[src/rtl/reg_writeback.sv]
// Register-file writeback: ALU results win, loads wait in a 4-entry FIFO with WAW kill; write port is registered (1 cycle), mem_ready drops only when the FIFO is full.
// Optional bypass/forwarding read port enabled by defining WB_BYPASS_EN.
module reg_writeback (
  input  logic        clk,
  input  logic        rst_n,
  input  logic        alu_valid,
  input  logic [4:0]  alu_rd,
  input  logic [31:0] alu_data,
  input  logic        mem_valid,
  output logic        mem_ready,
  input  logic [4:0]  mem_rd,
  input  logic [31:0] mem_data,
  output logic        we3,
  output logic [4:0]  a3,
  output logic [31:0] wd3,
  output logic [2:0]  pend_cnt
`ifdef WB_BYPASS_EN
  ,
  input  logic [4:0]  byp_a,
  output logic        byp_hit,
  output logic [31:0] byp_data
`endif
);

  typedef struct packed {
    logic [4:0]  rd;
    logic [31:0] dat;
    logic        kill;
  } ent_t;

  ent_t        ent_q [4];
  ent_t        ent_d [4];
  logic [1:0]  wr_ptr_q, wr_ptr_d;
  logic [1:0]  rd_ptr_q, rd_ptr_d;
  logic [2:0]  cnt_q, cnt_d;
  logic        we3_q, we3_d;
  logic [4:0]  a3_q, a3_d;
  logic [31:0] wd3_q, wd3_d;

  logic        alu_wr;
  logic        push;
  logic        pop;
  logic [3:0]  ent_vld;
  ent_t        head;

  // Ready depends only on the registered count, so a same-cycle pop never makes room.
  assign mem_ready = (cnt_q != 3'd4);
  assign alu_wr    = alu_valid && (alu_rd != 5'd0);
  assign push      = mem_valid && mem_ready && (mem_rd != 5'd0);
  assign pop       = !alu_wr && (cnt_q != 3'd0);
  assign head      = ent_q[rd_ptr_q];

  assign we3      = we3_q;
  assign a3       = a3_q;
  assign wd3      = wd3_q;
  assign pend_cnt = cnt_q;

  always_comb begin
    for (int i = 0; i < 4; i++) begin
      ent_vld[i] = ({1'b0, 2'(2'(i) - rd_ptr_q)} < cnt_q);
    end
  end

  always_comb begin
    ent_d    = ent_q;
    wr_ptr_d = wr_ptr_q;
    rd_ptr_d = rd_ptr_q;
    cnt_d    = cnt_q;
    we3_d    = 1'b0;
    a3_d     = 5'd0;
    wd3_d    = 32'd0;

    // An ALU write is younger than every queued load to the same register.
    for (int i = 0; i < 4; i++) begin
      if (alu_wr && ent_vld[i] && (ent_q[i].rd == alu_rd)) begin
        ent_d[i].kill = 1'b1;
      end
    end

    if (push) begin
      ent_d[wr_ptr_q] = '{rd: mem_rd, dat: mem_data, kill: 1'b0};
      wr_ptr_d        = wr_ptr_q + 2'd1;
    end

    if (pop) begin
      rd_ptr_d = rd_ptr_q + 2'd1;
    end

    case ({push, pop})
      2'b10:   cnt_d = cnt_q + 3'd1;
      2'b01:   cnt_d = cnt_q - 3'd1;
      default: cnt_d = cnt_q;
    endcase

    if (alu_wr) begin
      we3_d = 1'b1;
      a3_d  = alu_rd;
      wd3_d = alu_data;
    end else if (pop && !head.kill) begin
      we3_d = 1'b1;
      a3_d  = head.rd;
      wd3_d = head.dat;
    end
  end

  always_ff @(posedge clk or negedge rst_n) begin
    if (!rst_n) begin
      for (int i = 0; i < 4; i++) begin
        ent_q[i] <= '0;
      end
      wr_ptr_q <= 2'd0;
      rd_ptr_q <= 2'd0;
      cnt_q    <= 3'd0;
      we3_q    <= 1'b0;
      a3_q     <= 5'd0;
      wd3_q    <= 32'd0;
    end else begin
      for (int i = 0; i < 4; i++) begin
        ent_q[i] <= ent_d[i];
      end
      wr_ptr_q <= wr_ptr_d;
      rd_ptr_q <= rd_ptr_d;
      cnt_q    <= cnt_d;
      we3_q    <= we3_d;
      a3_q     <= a3_d;
      wd3_q    <= wd3_d;
    end
  end

`ifdef WB_BYPASS_EN
  // Scan from the output register through the FIFO oldest-to-youngest; the last match wins.
  always_comb begin
    byp_hit  = 1'b0;
    byp_data = 32'd0;
    if (byp_a != 5'd0) begin
      if (we3_q && (a3_q == byp_a)) begin
        byp_hit  = 1'b1;
        byp_data = wd3_q;
      end
      for (int k = 0; k < 4; k++) begin
        if ((3'(k) < cnt_q) && !ent_q[2'(rd_ptr_q + 2'(k))].kill &&
            (ent_q[2'(rd_ptr_q + 2'(k))].rd == byp_a)) begin
          byp_hit  = 1'b1;
          byp_data = ent_q[2'(rd_ptr_q + 2'(k))].dat;
        end
      end
    end
  end
`endif

endmodule

[config.mk]
export PLATFORM = sky130hd
export DESIGN_NAME = reg_writeback
export DESIGN_NICKNAME = d
export VERILOG_FILES = /design/src/rtl/reg_writeback.sv
export SDC_FILE = /design/constraint.sdc
export NUM_CORES = 1
export LEC_CHECK = 0
export CELL_PAD_IN_SITES_DETAIL_PLACEMENT = 1
export CELL_PAD_IN_SITES_GLOBAL_PLACEMENT = 1
export CORE_MARGIN = 5
export CORE_UTILIZATION = 42
export CTS_CLUSTER_SIZE = 10
export DETAILED_ROUTE_END_ITERATION = 12
export DONT_BUFFER_PORTS = 1
export PLACE_DENSITY = 0.78
export SYNTH_ARGS = -nofsm -noshare
export SYNTH_HDL_FRONTEND = slang
export SYNTH_SLANG_ARGS = --single-unit
[constraint.sdc]
create_clock -name clk -period 2.75 [get_ports clk]
set_input_delay 0.55 -clock clk [delete_from_list [all_inputs] [get_ports clk]]
set_output_delay 0.55 -clock clk [all_outputs]
set_load 0.05 [all_outputs]
; ---- After elaboration in Yosys (flattened, before gate mapping)
; Cells that the tools add are included.
[op_classes]
div = 0
reduce_logical = 20
mul = 0
n_eq_ne = 7
add_sub_neg = 8
n_bitwise = 2
mux = 18
n_lt_le_gt_ge = 7
shifts = 0
[ops]
columns = op, n
row1 = $bwmux 152, 1
row2 = $mux 115, 1
row3 = $mux 38, 3
row4 = $bmux 38 s2, 1
row5 = $demux 38 s2, 1
row6 = $mux 32, 2
row7 = $eq 5x5->1, 4
row8 = $logic_and 1x1->1, 14
row9 = $lt 2x3->1, 4
row10 = $mux 5, 2
row11 = $reduce_bool 5->1, 2
row12 = $ge 3x3->1 const B, 2
row13 = $mux 1, 6
row14 = $not 2->3, 2
row15 = $pmux 3 s2, 1
row16 = $add 2x1->2 const B, 2
row17 = $sub 1x2->2 const A, 2
row18 = $sub 2x2->2 const A, 2
row19 = $add 3x1->3 const B, 1
row20 = $lt 3x1->1 const B, 1
row21 = $ne 3x3->1 const B, 1
row22 = $reduce_bool 3->1, 1
row23 = $sub 3x1->3 const B, 1
row24 = $eq 2x1->1 const B, 1
row25 = other kinds (3), 4
[word_totals]
ff_bits = 197
latchBits = 0
output_inout_bits = 42
memories = 0
mem_bits_ro = 0
input_bits = 78
word_cells = 80
ramBits = 0

; ---- Logic depth before layout (Yosys ltp)
; Gate-level depths: netlist of run 1.
[logic_depth]
ltp_word = 8
ltp_mapped = 9
mapped_depth_nobuf = 9

; ---- Least setup slack after synthesis of run 1
; Ideal clock, no wire load.
[synth_timing]
path_kind = register to register
startpoint = register cnt_q[2] (netlist: pend_cnt[2])
endpoint = register cnt_q[2] (netlist: pend_cnt[2])
synth_period_minus_slack_ns = 2.619
t_arrival_ns = 2.539
required_time_ns = 2.669
stages_incl_launch_ff = 10
slack_ns = 0.131
path_buffers = 0
setup_time_ns = 0.081
path_cell_list = dfrtp_1 -> or3b_2 -> o311a_4 -> inv_1 -> ha_1 -> inv_1 -> fa_1 -> xor2_1 -> nor2_1 -> xnor2_1
[synth_between]
elab_chain_cells = 5
word_cells_on_any_way = 11
classes_between = 2 x add/sub / 3 x eq/ne / 1 x mux / 5 x reduce/logical
[synth_lines]
columns = element, line_no
row1 = from (decl), 35  ; logic [2:0] cnt_q, cnt_d;
row2 = from (signal assigned), 123  ; cnt_q <= cnt_d;
row3 = $ne 3x3->1 *, 47  ; assign mem_ready = (cnt_q != 3'd4);
row4 = net mem_ready, 10  ; output logic mem_ready,
row5 = $logic_and 1x1->1 * (2 in series), 49  ; assign push = mem_valid && mem_ready && (mem_rd != 5'd0);
row6 = $eq 2x1->1 / $eq 2x2->1 (equally long branches), 89  ; case ({push, pop})
row7 = $pmux 3 s2 / $reduce_bool 2->1 (equally long branches), n/a
; Mark *: on every way through the listed nets, which the timed path passes. The rest lies on a longest branch.
; A chain may end at the register's enable or synchronous reset.

; ---- Worst setup path after layout of run 1
[layout_timing]
startpoint = register cnt_q[0] (netlist: pend_cnt[0])
endpoint = register cnt_q[2] (netlist: pend_cnt[2])
[layout_between]
elab_chain_cells = 5
word_cells_on_any_way = 11
classes_between = 2 x add/sub / 3 x eq/ne / 1 x mux / 5 x reduce/logical
[layout_lines]
columns = element, line_no
row1 = $ne 3x3->1, 47
row2 = $logic_and 1x1->1 (2 in series), 49
row3 = $eq 2x1->1 / $eq 2x2->1 (equally long branches), 89
row4 = $pmux 3 s2 / $reduce_bool 2->1 (equally long branches), n/a
; Parallel ways exist; a longest one is shown, timed or not.

==> results of run 1 <==
## path summary, 6_finish.rpt
kind | slack (ns) | to
setup / recovery | 0.39 | pend_cnt[2]
hold / removal | -0.18 | ent_q[118]
setup reg to reg | 0.39 | pend_cnt[2]
hold reg to reg | 0.51 | ent_q[128]
max in group asynchronous | 2.49 | ent_q[109]
min in group clk | 0.23 | wd3[19]
## repair_timing
| action | in CTS | in global routing |
|---|---|---|
| resized for setup | 0 | 0 |
| setup buffers | 0 | 0 |
| endpoints found under the hold margin | 197 | 197 |
## worst max-delay path, delay by kind of cell, from the launching register on
kind	cells	cell delay, ns
simple gates	2	0.64
xor+xnor	2	0.32
compound gates	1	0.19
fa+ha+maj	2	0.58
buf+inv	2	0.14
flops	1	0.40
## Yosys cell counts, drive strengths merged, types with 2 or more instances
master and n:
a21oi 3, a221oi 2, a31oi 2, a41oi 2, and2 4, buf 27
clkbuf 13, dfrtp 197, ha 9, inv 48, mux2 148, mux4 38
nand2 41, nand2b 2, nand3 2, nor2 5, nor4 4, o21ai 39
or3 2, xnor2 5, xor2 22
## registers in the layout, indices dropped and copies added, names as in the netlist
name / count
rd_ptr_q: 2
wr_ptr_q: 2
ent_q: 152
a3: 5
pend_cnt: 3
we3: 1
wd3: 32
## cell usage in the layout, fill, tap and decap left out, types with 3 or more instances in the layout
cell type,n
nor4_1,4
and2_4,4
xor2_1,22
xnor2_1,5
o21ai_1,9
a21oi_1,3
buf_4,8
mux2_4,76
clkinv_2,3
mux4_2,38
clkinvlp_4,3
o21ai_0,30
clkbuf_16,17
mux2_2,72
nor2_1,5
nand2_1,41
ha_1,9
inv_1,48
dfrtp_1,195
## per-layer routing
layer	vias to the layer above	track usage, %	wire [um]
met1	2622	21.8	8440
met2	119	31.2	10900
met3	29	4.02	1100
met5	-	0	0
met4	0	6.02	450
li1	2133	-	-
## power by group
group	internal, uW	leakage (uW)	switching (uW)
clock	1300	0.000269	1110
combinational	2840	0.00173	2050
sequential	4310	0.00237	1600
## cells by family after synthesis
| group | Yosys count |
|---|---|
| AOI/OAI and AO/OA | 52 |
| xor gates and xnor gates | 27 |
| adders and majority gates | 10 |
| buffers and inverters | 88 |
| DFF | 197 |
| muxes | 186 |
| and+or+nand+nor | 62 |
## metrics by stage
stage / hold slack [ns] / total power, uW / setup WS [ns] / cells
floorplan: 0.254 / 9740 / 0.131 / 622
detailed placement: 0.262 / 10900 / 0.238 / 871
finish: -0.180 / 13200 / 0.394 / 902
global placement: 0.261 / 10500 / 0.317 / 871
global route: -0.210 / 14000 / 0.287 / 902
CTS: -0.218 / 13400 / 0.366 / 902
## area by class of cell
cell class | count | share of cell area, %
Sequential cell | 197 | 49.9
Multi-Input combinational cell | 337 | 38.3
Clock buffer | 20 | 4.62
Tap cell | 280 | 3.54
Inverter | 48 | 1.82
Clock inverter | 11 | 1.04
Timing Repair Buffer | 9 | 0.810
==> out/qor.yml, run 1 <==
global_route:
  grt_pass1_wl_um: 34000
  grt_pass1_vias: 5922
  gr-usage-all-layers_pct: 17.8
  grt_overflow: 0
  antenna_found_initial: 0
  grt_max_degree: 198
logic_synthesis:
  synth_xor_area_share_pct: 2.58
  synth-compound-area-share_pct: 3.44
  synth_top_area_share_pct: 53.8
  yosys_most_used_dff: "dfrtp_1"
  yosys_warnings: 0
  synth_nets: 710
  synth_mux_area_share_pct: 30.6
  synthArstFlopShare_pct: 100
  synth_top_family_by_area: "multiplexers"
  synth_edf_count: 0
  synth-simple-area-share_pct: 3.13
  synth_cells: 622
  syn_avg_cell_area_um2: 14.7
  ys_types: 34
  ys_top_cells_by_area: "dfrtp_1, mux2_4, mux4_2, mux2_2, xor2_1"
  yosys.area_share.adder_pct: 1.45
  seq_area_frac_synth_pct: 53.8
  synthesis.area_um2: 9170
  synth_top_area_cell: "dfrtp_1"
  synth-seq-cells: 197
floorplanning:
  rows: 54
  dieWidth_um: 158
  initial_core_util_pct: 42.3
  core_area_um2: 21700
  die-area_um2: 24900
  ios: 120
  die_y_um: 158
sta:
  tns_ns: 0
  hold_violations: 197
  fmax_ghz: 0.424
  fin_crit_sh_pct: 85.7
  period_needed_ns: 2.36
  rsz0062_at_grt: "false"
  whs_ns: -0.180
  worstMarginPinSlew_ns: 0.939
  slew_headroom_pct: 37.4
  fin_worst_skew_ns: 0.0102
  final-max-slew-violation-count: 0
  setup_viol: 0
worst_hold_path:
  hold_path_class: "in2async"
critical_path:
  crit_top_cell: "inv_1"
  worstPathMaxFanout: 8
  worst_setup_path_end_kind: "flip-flop"
  critPathLaunch: "pend_cnt[0]"
  crit_chain: "or3b_2 > o311a_4 > inv_1 > ha_1 > inv_1 > fa_1 > xor2_1 > nor2_1 > xnor2_1"
  cp_data_required_time_ns: 3.09
  cp.arrival_ns: 2.69
  reg2reg_depth: 9
  crit_path_start_kind: "flip-flop"
  critPathKind: "reg2reg"
  reg2reg_from: "pend_cnt[0]"
  crit_slowest_cell: "or3b_2"
  max_stage_delay_ns: 0.51
outcome:
  violations: "hold timing"
  status: "finished with violations"
route:
  via_count: 4903
  wl_per_cell_um: 23.1
  via_per_inst: 5.44
  routed_wl_um: 20900
  drt_iter0_drc: 251
  drc: 0
  first_pass_iters: 4
  ant_nets: 0
cells_and_area:
  final_util_pct: 45.6
  seqCellArea_um2: 4930
  drive_above_1_share_pct: 38.1
  nNetsFinal: 698
  insertedDiodeCount: 0
  nFillCells: 2108
  multiInputGateArea_um2: 3780
  final_cell_area_um2: 9890
  area_delta_synth_final_pct: 7.86
cts:
  insertion_delay_ns: 0.43
  root_buffer: "clkbuf_16"
  clock_path_buffers: 2
  cts_buffers: 17
  cts_num_sinks: 197
  clk_pin_slew_ns: 0.07
  cts_tree: "done"
  htree_num_levels: 4
power_and_ir_drop:
  leakagePower_uw: 0.00436
  irDropWorstVdd_mv: 0.510
  powerDensity_nw_per_um2: 1330
placement:
  portBuffers: 0
  dp_hpwl_um: 12900
  gp_congestion: 0.846
  dpl_cell_area_um2: 9330
run:
  cap_violations: 0
No activity file was read; power rests on OpenSTA's default activity.
==> inputs of run 2 (changes only) <==
--- a/config.mk
+++ b/config.mk
@@ -12,7 +12,7 @@
 export CTS_CLUSTER_SIZE = 10
 export DETAILED_ROUTE_END_ITERATION = 12
 export DONT_BUFFER_PORTS = 1
-export PLACE_DENSITY = 0.78
+export PLACE_DENSITY = 0.8
 export SYNTH_ARGS = -nofsm -noshare
 export SYNTH_HDL_FRONTEND = slang
 export SYNTH_SLANG_ARGS = --single-unit
==> constraint.sdc (replaced) <==
create_clock -name clk -period 1.92 [get_ports clk]
set_input_delay 0.384 -clock clk [delete_from_list [all_inputs] [get_ports clk]]
set_output_delay 0.384 -clock clk [all_outputs]
set_load 0.05 [all_outputs]
==> run 2 against run 1 <==
  * The run ends with hold timing, setup timing left
  * Count of clock-buffer cells in the layout decreased by 2
  * Maximum frequency increased by 17%
  * Via count up 4.5%
  * Clock skew is essentially flat
  * First-iteration DRC count is 18% lower
  * Sequential power is 45% higher
  * Register-to-register slack worse by 0.49 ns
  * Routed wire length is 8.8% higher
  * Global-route usage increased by 0.45 points
==> out/qor.yml, run 2 (synthesized netlist as in run 1, its figures left out) <==
sta:
  worstMarginPinSlew_ns: 0.528  # -0.410 ns
  fin_crit_sh_pct: 105  # +19 points
  setup_viol: 57  # +57
  hold_violations: 197  # unchanged
  rsz0062_at_grt: "true"
  fmax_ghz: 0.496  # +17%
  whs_ns: -0.347  # -0.167 ns
  fin_worst_skew_ns: 0.0101  # -0.0000925 ns
  final-max-slew-violation-count: 0  # unchanged
  fin_ws_ns: -0.0960  # -0.490 ns
  period_needed_ns: 2.02  # -0.340 ns
  slew_headroom_pct: 64.8  # +27 points
critical_path:
  max_stage_delay_ns: 0.42  # -0.09 ns
  crit_chain: "or3b_4 > o311a_4 > inv_2 > ha_4 > inv_2 > fa_2 > xor2_1 > nor2_1 > xnor2_1"
  critPathKind: "reg2reg"
  r2r_setup_slack_ns: -0.1  # -0.49 ns
  cp_data_required_time_ns: 2.26  # -0.83 ns
  crit_family: "simple AND/OR/NAND/NOR gates"
  critPathBufInv: 2  # unchanged
  worst_setup_path_end_kind: "flip-flop"
  worstPathMaxFanout: 3  # -5
  crit_path_start_kind: "flip-flop"
  crit_slowest_cell: "dfrtp_2"
  crit_top_cell: "inv_2"
  cp.arrival_ns: 2.36  # -0.33 ns
cts:
  htree_num_levels: 4  # unchanged
  cts_tree: "done"
  clk_pin_slew_ns: 0.07  # about the same
  clock_path_buffers: 2  # unchanged
  insertion_delay_ns: 0.43  # about the same
  root_buffer: "clkbuf_16"
  cts_buffers: 17  # unchanged
  cts_num_sinks: 197  # unchanged
cells_and_area:
  final_util_pct: 48.4  # +2.9 points
  area_delta_synth_final_pct: 14.6
  layout_common_cells: "dfrtp_1, mux2_4, mux2_2, inv_1, nand2_1"
  drive_above_1_share_pct: 43.2  # +5.1 points
  nNetsFinal: 735  # +5.3%
  regMostFlops: "ent_q"
  final_cell_area_um2: 10500  # +6.3%
  largest_reg_flops: 152  # unchanged
  seqCellArea_um2: 4940  # about the same
  multiInputGateArea_um2: 3810  # +0.79%
  final_common_cell: "dfrtp_1"
  nFillCells: 2074  # -1.6%
floorplanning:
  initial_core_util_pct: 42.3  # unchanged
  ios: 120  # unchanged
  die-area_um2: 24900  # unchanged
  core_area_um2: 21700  # unchanged
  die_y_um: 158  # unchanged
  dieWidth_um: 158  # unchanged
  rows: 54  # unchanged
route:
  drt_iter0_drc: 207  # -18%
  via_count: 5124  # +4.5%
  wl_per_cell_um: 24.1  # +4.3%
  first_pass_iters: 4  # unchanged
  ant_nets: 0  # unchanged
  drc: 0  # unchanged
  routed_wl_um: 22700  # +8.8%
  via_per_inst: 5.45  # +0.18%
power_and_ir_drop:
  power.total_uw: 20000  # +52%
  leakagePower_uw: 0.00465  # +6.6%
  powerDensity_nw_per_um2: 1900  # +43%
  irDropWorstVdd_mv: 0.703  # +38%
placement:
  dpl_cell_area_um2: 9670  # +3.7%
  portBuffers: 0  # unchanged
  dp_slack_ns: -0.225  # -0.464 ns
  dp_hpwl_um: 14500  # +12%
  gp_congestion: 0.797  # -5.8%
global_route:
  grt_pass1_wl_um: 34700  # +2.0%
  gr-usage-all-layers_pct: 18.3  # +0.45 points
  grt_pass1_vias: 6029  # +1.8%
  grt_overflow: 0  # unchanged
  antenna_found_initial: 1  # +1
  grt_max_degree: 198  # unchanged
outcome:
  violations: "hold timing, setup timing"
  status: "finished with violations"
run:
  cap_violations: 0  # unchanged
worst_hold_path:
  hold_path_class: "in2async"
[run 2: cell count changes in the layout (fill, tap and decap cells not counted), moves of 4 or more]
| cell | delta |
|---|---|
| buf_12 | +11 |
| buf_4 | +17 |
| clkbuf_16 | +7 |
| inv_8 | +4 |
[run 2: worst reg2reg max path, delay by kind of cell, from the launching register on]
family,cells,cell delay (ns)
AO/OA/AOI/OAI,1,0.13
XOR/XNOR,2,0.28
adder cells (fa/ha/maj),2,0.46
buffers and inverters,2,0.11
flip-flops,1,0.42
AND/OR/NAND/NOR,2,0.54
[run 2: per-layer routing]
layer	vias up	GRT usage [%]	share of wire [%]
met5	-	0	0
met4	0	6.72	2.3
met3	34	4.24	4.9
met2	129	32.9	53
met1	2746	21.3	40
li1	2215	-	-
[run 2: what timing repair did]
action,in CTS,in global routing
endpoints found under the setup margin,25,102
resized for setup,0,4
buffers inserted,3,1
pin swaps,3,3
cloned,0,8
hold endpoints to repair,197,197
[run 2: through the flow]
step                setup TNS [ns]  hold slack, ns  cells
floorplan                   -12.08          0.0884    622
global placement            -12.54          0.0978    896
detailed placement          -13.44          0.0981    896
CTS                         -0.324          -0.370    931
global route                 -6.89          -0.371    941
finish                      -0.657          -0.347    941
[run 2: where the power goes]
group | leakage [uW] | switching (uW) | internal (uW)
clock | 0.000295 | 1670 | 2000
sequential | 0.00236 | 2380 | 6170
combinational | 0.00199 | 3120 | 4670
total | 0.00465 | 7160 | 12800
[run 2: cell type report]
cell class / instances / share of cell area (%)
inverters: 48 / 1.75
well taps: 280 / 3.33
repair buffers: 45 / 5.85
diodes: 1 / 0.0238
clock buffers: 18 / 4.18
multi-input cells: 338 / 36.3
clock inverters: 14 / 1.57
flip-flops and latches: 197 / 47.0
[run 2: final timing paths]
kind | from | to | cells after the start
min | rst_n | ent_q[2] | 0
max | pend_cnt[0] | pend_cnt[2] | 9
max in group asynchronous | rst_n | wd3[6] | 0
min in group clk | alu_data[29] | wd3[29] | 2
min reg2reg | ent_q[79] | ent_q[79] | 1
max reg2reg | pend_cnt[0] | pend_cnt[2] | 9
==> inputs of run 3 (changes only) <==
--- a/config.mk
+++ b/config.mk
@@ -5,6 +5,7 @@
 export SDC_FILE = /design/constraint.sdc
 export NUM_CORES = 1
 export LEC_CHECK = 0
+export ABC_AREA = 1
 export CELL_PAD_IN_SITES_DETAIL_PLACEMENT = 1
 export CELL_PAD_IN_SITES_GLOBAL_PLACEMENT = 1
 export CORE_MARGIN = 5
@@ -12,7 +13,7 @@
 export CTS_CLUSTER_SIZE = 10
 export DETAILED_ROUTE_END_ITERATION = 12
 export DONT_BUFFER_PORTS = 1
-export PLACE_DENSITY = 0.8
+export PLACE_DENSITY = 0.75
 export SYNTH_ARGS = -nofsm -noshare
 export SYNTH_HDL_FRONTEND = slang
 export SYNTH_SLANG_ARGS = --single-unit
==> run 3 against run 2 <==
  * The flow finishes with violations (hold timing)
  * Global-route usage rose by 5.9 points
  * Die area rose by 0.19%
  * Critical path type unchanged
  * Flip-flop and latch count did not move
  * Largest cell class unchanged
  * First-iteration DRC count rose to 3.0 times the previous value
  * Sequential power fell by 3.7%
  * Largest power group unchanged
  * Critical endpoint is now pend_cnt[1]
  * Non-clock buffer count fell by 3
  * Highest routed layer unchanged
==> out/qor.yml, run 3 <==
outcome:
  status: "finished with violations"
  violations: "hold timing"
logic_synthesis:
  synth_nets: 1185  # +67%
  synthArstFlopShare_pct: 100  # unchanged
  synth-seq-cells: 197  # unchanged
  synth_top_area_cell: "dfrtp_1"
  yosys_warnings: 0  # unchanged
  synth_common_cells: "nand2_1, dfrtp_1, o21ai_0, a22oi_1, nand3_1"
  synth_most_common_cell: "nand2_1"
  ys_types: 29  # -15%
  synth_edf_count: 0  # unchanged
  yosys_most_used_dff: "dfrtp_1"
  synth_cells: 1097  # +76%
  synth_top_area_share_pct: 53.7  # -0.11 points
  synthesis.area_um2: 9190  # +0.20%
  ys_top_cells_by_area: "dfrtp_1, nand2_1, o21ai_0, a22oi_1, nand3_1"
  seq_area_frac_synth_pct: 53.7  # -0.11 points
  syn_avg_cell_area_um2: 8.37  # -43%
critical_path:
  reg2reg_depth: 6  # -3
  crit_path_start_kind: "flip-flop"
  cp.depth: 6  # -3
  critPathKind: "reg2reg"
  critPathBufInv: 1  # -1
  cp.arrival_ns: 2.17  # -0.19 ns
  max_stage_delay_ns: 0.46  # +0.04 ns
  crit_chain: "nor3_2 > nor2_8 > ha_4 > inv_2 > fa_2 > o21ai_0"
  crit_slowest_cell: "dfrtp_2"
  r2r_setup_slack_ns: 0.11  # +0.21 ns
  cp_data_required_time_ns: 2.28  # +0.02 ns
  worst_setup_path_end_kind: "flip-flop"
  worstPathMaxFanout: 5  # +2
  crit_family: "adder cells"
global_route:
  grt_overflow: 0  # unchanged
  gr-usage-all-layers_pct: 24.2  # +5.9 points
  grt_pass1_wl_um: 46700  # +35%
  grt_pass1_vias: 8288  # +37%
  antenna_found_initial: 0  # -1
  grt_max_degree: 198  # unchanged
sta:
  setup_viol: 0  # -100%
  fin_crit_sh_pct: 94.2  # -11 points
  rsz0062_at_grt: "true"
  hold_violations: 197  # unchanged
  tns_ns: 0  # +0.657 ns
  period_needed_ns: 1.81  # -0.207 ns
  fin_worst_skew_ns: 0.0147  # +0.00452 ns
  fmax_ghz: 0.553  # +11%
  fin_ws_ns: 0.111  # +0.207 ns
  final-max-slew-violation-count: 0  # unchanged
  whs_ns: -0.366  # -0.0195 ns
  slew_headroom_pct: 60.5  # -4.3 points
  worstMarginPinSlew_ns: 0.592  # +0.0637 ns
power_and_ir_drop:
  irDropWorstVdd_mv: 0.756  # +7.5%
  seq_power_share_pct: 43.1  # +0.4 points
  p_comb_share_pct: 37.7  # -1.2 points
  internal-power_uw: 10200  # -21%
  p_clk_share_pct: 19.2  # +0.9 points
  switching_share_pct: 46.7  # +11 points
  leakagePower_uw: 0.00506  # +8.8%
  powerDensity_nw_per_um2: 1860  # -2.1%
  p_switching_uw: 8930  # +25%
route:
  routed_wl_um: 30300  # +33%
  via_count: 7715  # +51%
  drt_iter0_drc: 615  # +200%
  ant_nets: 0  # unchanged
  drc: 0  # unchanged
  first_pass_iters: 5  # +1
  wl_per_cell_um: 21.8  # -9.5%
  via_per_inst: 5.56  # +2.1%
placement:
  gp_congestion: 0.828  # +3.9%
  place_inst: 1342  # +50%
  dp_hpwl_um: 17300  # +20%
  portBuffers: 0  # unchanged
  dp_slack_ns: -0.173  # +0.0524 ns
floorplanning:
  rows: 54  # unchanged
  die-area_um2: 24900  # +0.19%
  die_y_um: 158  # about the same
  dieWidth_um: 158  # about the same
  core_area_um2: 21700  # unchanged
  ios: 120  # unchanged
  initial_core_util_pct: 42.4  # +0.087 points
cts:
  clk_pin_slew_ns: 0.08  # about the same
  clock_path_buffers: 2  # unchanged
  root_buffer: "clkbuf_16"
  insertion_delay_ns: 0.45  # +0.02 ns
  cts_buffers: 17  # unchanged
  cts_num_sinks: 197  # unchanged
  htree_num_levels: 4  # unchanged
  cts_tree: "done"
run:
  cap_violations: 0  # unchanged
worst_hold_path:
  hold_path_class: "in2async"
cells_and_area:
  nNetsFinal: 1183  # +61%
  insertedDiodeCount: 0  # -1
  area_delta_synth_final_pct: 11.6
  drive_above_1_share_pct: 9.57  # -34 points
  regMostFlops: "ent_q"
  layout.cells.non_filler: 1388  # +48%
  layout_common_cells: "nand2_1, dfrtp_1, o21ai_0, a22oi_1, nand3_1"
  largest_reg_flops: 152  # unchanged
  final_common_cell: "nand2_1"
run 3: cell types whose count changed after synthesis, sizes merged, moves of 8 or more:
cell,previous run,this run
nor2,5,22
nand2,41,467
buf,27,47
xor2,22,3
a22oi,0,54
o2111ai,0,10
clkbuf,13,21
nand3,2,47
mux2,148,0
mux4,38,0
o21ai,39,152
run 3: worst register-to-register path, delay by kind of cell (launching register included):
family          cells  cell delay (ns)
flops               1             0.46
fa+ha+maj           2             0.59
buf+inv             1             0.08
compound gates      1             0.16
simple gates        2             0.44
run 3: area by class of cell:
class / count / area, um^2
clock inverters: 15 / 161
fillers: 2572 / 11400
repair buffers: 42 / 378
inverters: 49 / 194
well taps: 280 / 350
flip-flops and latches: 197 / 4930
clock buffers: 17 / 425
multi-input cells: 788 / 3810
run 3: metrics by stage:
step,power [uW],hold WS (ns),instance area [um^2],util (%)
finish,19100,-0.366,10300,47.3
global route,20400,-0.393,10300,47.3
CTS,19000,-0.379,10200,46.9
detailed placement,15100,0.0999,9500,43.8
global placement,14700,0.101,9500,43.8
floorplan,12700,0.0884,9230,-
run 3: cells by family after synthesis:
group	Yosys count	share of synthesized area, %
buffers and inverters	117	6.27
DFF	197	53.7
AOI/OAI and AO/OA	223	14.0
xor gates and xnor gates	8	0.763
and+or+nand+nor	542	23.8
adders and majority gates	10	1.44
run 3: power groups by stage:
stage	Sequential (uW)	Clock (uW)	Combinational (uW)
floorplan	8020	0	4690
CTS	8230	3750	7000
global route	8430	3930	8030
finish	8230	3680	7210
detailed placement	8290	0	6780
global placement	8200	0	6500
run 3: what timing repair did:
item,CTS,global route
endpoints found under the setup margin,37,93
resized for setup,4,6
hold endpoints to repair,197,197
pin swaps,1,5
buffers inserted,5,4
cloned,1,4
run 3: path summary, 6_finish.rpt:
kind | from | endpoint
worst max register to register | pend_cnt[0] | pend_cnt[1]
worst min-delay path | rst_n | ent_q[106]
min in group clk | mem_data[8] | ent_q[123]
worst min register to register | ent_q[53] | ent_q[53]
worst max-delay path | pend_cnt[0] | pend_cnt[1]
max in group asynchronous | rst_n | ent_q[113]
run 3: metal layers:
layer	vias to the layer above	GRT usage, %	share of wire, %
met5	-	0	0
met4	0	6.27	1.2
met3	26	5.85	6.3
met2	188	40.8	49
met1	3929	31.5	43
li1	3572	-	-
